<file path="src/rtl/lvds_serializer_tx.sv">
// Parallel-to-serial LVDS transmitter: splits each word across LANES serial lanes (MSB first),
// forwards a frame clock and frame marker, and sends training/idle words when there is no data.
module lvds_serializer_tx #(
  parameter int unsigned                    DATA_WIDTH    = 8,
  parameter int unsigned                    LANES         = 2,
  parameter logic [DATA_WIDTH/LANES-1:0]    TRAIN_PATTERN = 4'b1010,
  parameter logic [DATA_WIDTH/LANES-1:0]    IDLE_PATTERN  = '0
) (
  input  logic                  input_clk,
  input  logic                  arst,
  input  logic [DATA_WIDTH-1:0] input_data,
  input  logic                  input_valid,
  output logic                  input_ready,
  input  logic                  train_en,
  output logic [LANES-1:0]      output_data,
  output logic                  data_clk,
  output logic                  frame_start,
  output logic [15:0]           underrun_cnt
);

  localparam int unsigned BPL  = DATA_WIDTH / LANES;
  localparam int unsigned CntW = $clog2(BPL);
  localparam logic [CntW-1:0] CntMax  = CntW'(BPL - 1);
  localparam logic [CntW-1:0] HalfCnt = CntW'((BPL + 1) / 2);

  if ((DATA_WIDTH % LANES) != 0 || (DATA_WIDTH / LANES) < 2) begin : gen_cfg_err
    $error("lvds_serializer_tx: DATA_WIDTH/LANES must be an integer >= 2");
  end

  typedef enum logic [1:0] {StIdle, StTrain, StData} state_e;

  state_e                       state_q, state_d;
  logic [CntW-1:0]              bit_cnt_q, bit_cnt_d;
  logic [LANES-1:0][BPL-1:0]    shift_q, shift_d;
  logic [DATA_WIDTH-1:0]        hold_q, hold_d;
  logic                         hold_valid_q, hold_valid_d;
  logic [15:0]                  underrun_q, underrun_d;

  logic boundary, drain, handshake;

  assign boundary  = (bit_cnt_q == CntMax);
  assign drain     = boundary & ~train_en & hold_valid_q;
  assign handshake = input_valid & input_ready;

  always_ff @(posedge input_clk) begin
    if (arst) begin
      state_q      <= StIdle;
      bit_cnt_q    <= CntMax;
      shift_q      <= '0;
      hold_q       <= '0;
      hold_valid_q <= 1'b0;
      underrun_q   <= '0;
    end else begin
      state_q      <= state_d;
      bit_cnt_q    <= bit_cnt_d;
      shift_q      <= shift_d;
      hold_q       <= hold_d;
      hold_valid_q <= hold_valid_d;
      underrun_q   <= underrun_d;
    end
  end

  // Transitions are only evaluated on the last bit of a word.
  always_comb begin
    state_d = state_q;
    if (boundary) begin
      if (train_en) begin
        state_d = StTrain;
      end else if (hold_valid_q) begin
        state_d = StData;
      end else begin
        state_d = StIdle;
      end
    end
  end

  always_comb begin
    bit_cnt_d = boundary ? '0 : bit_cnt_q + CntW'(1);

    shift_d = shift_q;
    for (int k = 0; k < LANES; k++) begin
      if (boundary) begin
        unique case (state_d)
          StTrain: shift_d[k] = TRAIN_PATTERN;
          StData:  shift_d[k] = hold_q[k*BPL +: BPL];
          default: shift_d[k] = IDLE_PATTERN;
        endcase
      end else begin
        shift_d[k] = shift_q[k] << 1;
      end
    end

    // A new word accepted on the draining boundary refills the hold register.
    hold_d       = hold_q;
    hold_valid_d = hold_valid_q;
    if (handshake) begin
      hold_d       = input_data;
      hold_valid_d = 1'b1;
    end else if (drain) begin
      hold_valid_d = 1'b0;
    end

    underrun_d = underrun_q;
    if (boundary && state_q == StData && state_d == StIdle && underrun_q != 16'hFFFF) begin
      underrun_d = underrun_q + 16'd1;
    end

    output_data = '0;
    for (int k = 0; k < LANES; k++) begin
      output_data[k] = ~arst & shift_q[k][BPL-1];
    end
    data_clk     = ~arst & (bit_cnt_q < HalfCnt);
    frame_start  = ~arst & (bit_cnt_q == '0);
    input_ready  = arst | ~hold_valid_q | drain;
    underrun_cnt = underrun_q;
  end

endmodule

</file>
<file path="config.mk">
export PLATFORM = sky130hd
export DESIGN_NAME = lvds_serializer_tx
export DESIGN_NICKNAME = d
export VERILOG_FILES = /design/src/rtl/lvds_serializer_tx.sv
export SDC_FILE = /design/constraint.sdc
export NUM_CORES = 1
export LEC_CHECK = 0
export ABC_AREA = 1
export CORE_UTILIZATION = 57
export CTS_CLUSTER_SIZE = 10
export DETAILED_ROUTE_END_ITERATION = 8
export GPL_ROUTABILITY_DRIVEN = 0
export GPL_TIMING_DRIVEN = 1
export MAX_ROUTING_LAYER = met4
export PLACE_DENSITY = 0.85
export SETUP_SLACK_MARGIN = 0.02
export SLEW_MARGIN = 20
export SYNTH_ARGS = -nofsm -noshare
export SYNTH_HDL_FRONTEND = slang
export SYNTH_SLANG_ARGS = --single-unit
export TNS_END_PERCENT = 50
</file>
<file path="constraint.sdc">
create_clock -name input_clk -period 3.3 [get_ports input_clk]
set_clock_uncertainty 0.1 [all_clocks]
set_input_delay 0.33 -clock input_clk [delete_from_list [all_inputs] [get_ports input_clk]]
set_output_delay 0.33 -clock input_clk [all_outputs]
set_load 0.01 [all_outputs]
</file>
==> summary.md <==
* **average wire per cell in the routed design** 11.0 µm
* **flops & latches, synth** 37
* **Hold Path Origin** hold_q[0]
* **maximum fanout count along the critical path** 8
* **Final Hold Fails** 0
* **setup fix buffers added after clock tree synthesis** 0
* **status** finished clean
* **fraction of the yosys area taken by sequential cells** 0.378
* **diodes inserted** 0
* **setup violators final** 0
* **leading cell type in the layout, fill and taps excluded** nand2_1
* **most frequent cells in the layout** nand2_1, nor2_1, dfxtp_1
* **core region area** 3150 µm²
* **clock tree root driver cell** clkbuf_4
* **area growth from synthesis to layout** 22.4%
* **mapped cell area** 1960 µm²
* **detailed-route vias per instance** 4.98
* **average footprint of a synthesized cell** 7.23 µm²
* **1st-iter DRT viols** 49
* **fraction of layout instances using a drive strength above 1** 0.104
* **Critical Path AT** 1880 ps
* **clock tree buffer depth** 2
* **Setup crit start kind** register
* **Hold Path End** shift_q[0]
* **final-layout setup total negative slack** 0 ps
* **uppermost layer routed** met4
* **number of filler cells placed in the layout** 262
* **number of nets with antenna violations after routing** 0
* **non-filler instance count after layout** 352
* **reg-to-reg endpoint** underrun_cnt[13]
* **Die Y** 60.6 µm
* **maximum resistive drop on vdd** 315 µV
* **worst reg2reg startpoint** bit_cnt_q[0]
* **wire length of the first global-routing pass** 6.52 mm
* **die area** 3670 µm²
* **die width** 60.6 µm
* **via count of the first global-routing pass** 1,604
* **RSZ-0062 raised after global routing** false
* **Final HPWL DP** 2.90 mm
* **total CTS buffers** 5
* **largest cells by area after synthesis** dfxtp_1, nand2_1, nor2_1
* **# Max-Cap Violations** 0
* **routed length on met3** 196 µm
* **met1 wire length** 1.66 mm
* **final net count** 326
* **min Tclk post-route** 2310 ps
* **number of cells after detailed placement** 344
* **max-slew violations** 0
* **count of input and output buffers** 32
* **via count** 1,754
* **Fmax achieved** 433 MHz
* **starting density of the core** 0.621
* **DRT Pass-1 Iters** 4
* **normalized max-slew margin** 0.711
* **leak pwr** 1.07 nW
* **Cells after Synth** 271
* **Ys Warns** 0
* **required time reported for the critical path endpoint** 2870 ps
* **clock-pin slew on the worst setup and hold paths** 110 ps
* **WL met2** 1.96 mm
* **Worst R2R Path Depth** 11
* **final worst slack** 993 ps
* **leading area contributor after synthesis** dfxtp_1
* **Netlist cell types** 29
* **# clock sinks** 37
* **actual slew at the worst max-slew pin** 429 ps
* **hold-fix buffers at CTS** 0
* **worst hold stages** 2
* **CTS tree** yes
* **overall global routing resource usage** 0.249
* **Ports** 33
* **H-Tree Depth** 2
* **Core Util, Final** 0.760
* **setup slack after placement** 935 ps
* **site row count** 20
* **flop-to-flop setup slack** 1050 ps
* **count of instances resized after the clock tree is built** 0
* **number of nets produced by synthesis** 290
* **critical path endpoint category** output port
* **maximum number of pins on one net before global-route repair** 23
* **DRC violations left** 0
* **insertion delay to the later sink of the worst-skew pair** 340 ps
* **Pwr Density** 389 nW/µm²
* **min-delay worst type** register to register
* **Setup CP Type** register to output port
* **number of antenna violations at the first check in global routing** 0
* **share of the synthesized area in the top cell type** 0.378
* **total global routing overflow** 0
* **Detailed Route WL** 3.88 mm
* **final cycle utilization of the critical path** 0.699
* **tightest hold margin** 347 ps
## synthesized netlist by cell type
library cell	n
nand2_4	1
clkbuf_1	1
a21oi_1	13
nand3b_1	2
xnor2_1	1
nand2_2	6
clkinv_4	1
nand2_1	56
nand3_2	2
nor2_2	2
o21ai_4	1
dfxtp_1	37
nand3_1	15
xor2_1	1
buf_2	2
nand4_2	1
o21ai_1	2
nor2_1	47
ha_1	7
nor3_1	3
buf_6	2
nor2_4	1
o21ai_0	22
nand4_4	2
a21boi_0	1
a21oi_2	2
nor2_8	3
inv_1	36
or2_2	1
## logic make-up (layout without fill, tap and decap cells)
family | after synthesis | after routing | synth area share
and+or+nand+nor | 142 | 142 | 0.360
buffers and inverters | 42 | 79 | 0.0920
AOI/OAI and AO/OA | 41 | 41 | 0.116
DFF | 37 | 37 | 0.378
adders and majority gates | 7 | 7 | 0.0447
xor gates and xnor gates | 2 | 2 | 0.00895
## how the worst max path moves through the flow
stage                       startpoint               end  slack (ps)
final                     bit_cnt_q[1]       input_ready         990
after global routing      bit_cnt_q[0]  underrun_cnt[13]         830
after CTS                 bit_cnt_q[1]       input_ready         980
after detailed placement      train_en  underrun_cnt[11]         940
after global placement        train_en   underrun_cnt[9]        1000
after floorplan           bit_cnt_q[0]   underrun_cnt[9]        1280
## flip-flops by register name (all words and copies together), names as in the netlist
signal        flops
hold_q            8
hold_valid_q      1
bit_cnt_q         2
shift_q           8
underrun_cnt     16
state_q           2
## per-layer routing
metal	vias to the layer above	GRT usage
li1	924	-
met3	6	0.0597
met5	-	-
met2	57	0.425
met4	0	0.136
met1	767	0.264
## area by class of cell
| class | count | area (µm²) | area share |
|---|---|---|---|
| Clock buffer | 7 | 55.1 | 0.0230 |
| Sequential cell | 37 | 741 | 0.309 |
| Inverter | 37 | 144 | 0.0600 |
| Timing Repair Buffer | 34 | 335 | 0.140 |
| Multi-Input combinational cell | 192 | 1040 | 0.433 |
| Tap cell | 44 | 55.1 | 0.0230 |
| Clock inverter | 1 | 30.0 | 0.0125 |
## worst max-delay path, cell delays in order (launching register included)
cell,delay [ps]
dfxtp_1,410
ha_1,300
a21boi_0,160
nand2_1,120
clkdlybuf4s50_1,540
## power breakdown
group / internal [mW] / switching [mW] / leakage, nW
logic: 0.0524 / 0.0711 / 0.728
registers: 0.468 / 0.0100 / 0.302
clock network: 0.181 / 0.149 / 0.0455
total: 0.701 / 0.230 / 1.07
## through the flow
step | total power, mW | area [µm²]
floorplan | 0.570 | 1960
global placement | 0.608 | 2310
detailed placement | 0.612 | 2310
CTS | 0.938 | 2400
global route | 0.981 | 2400
finish | 0.931 | 2400
Note: power is estimated with default switching activity, not from simulation.
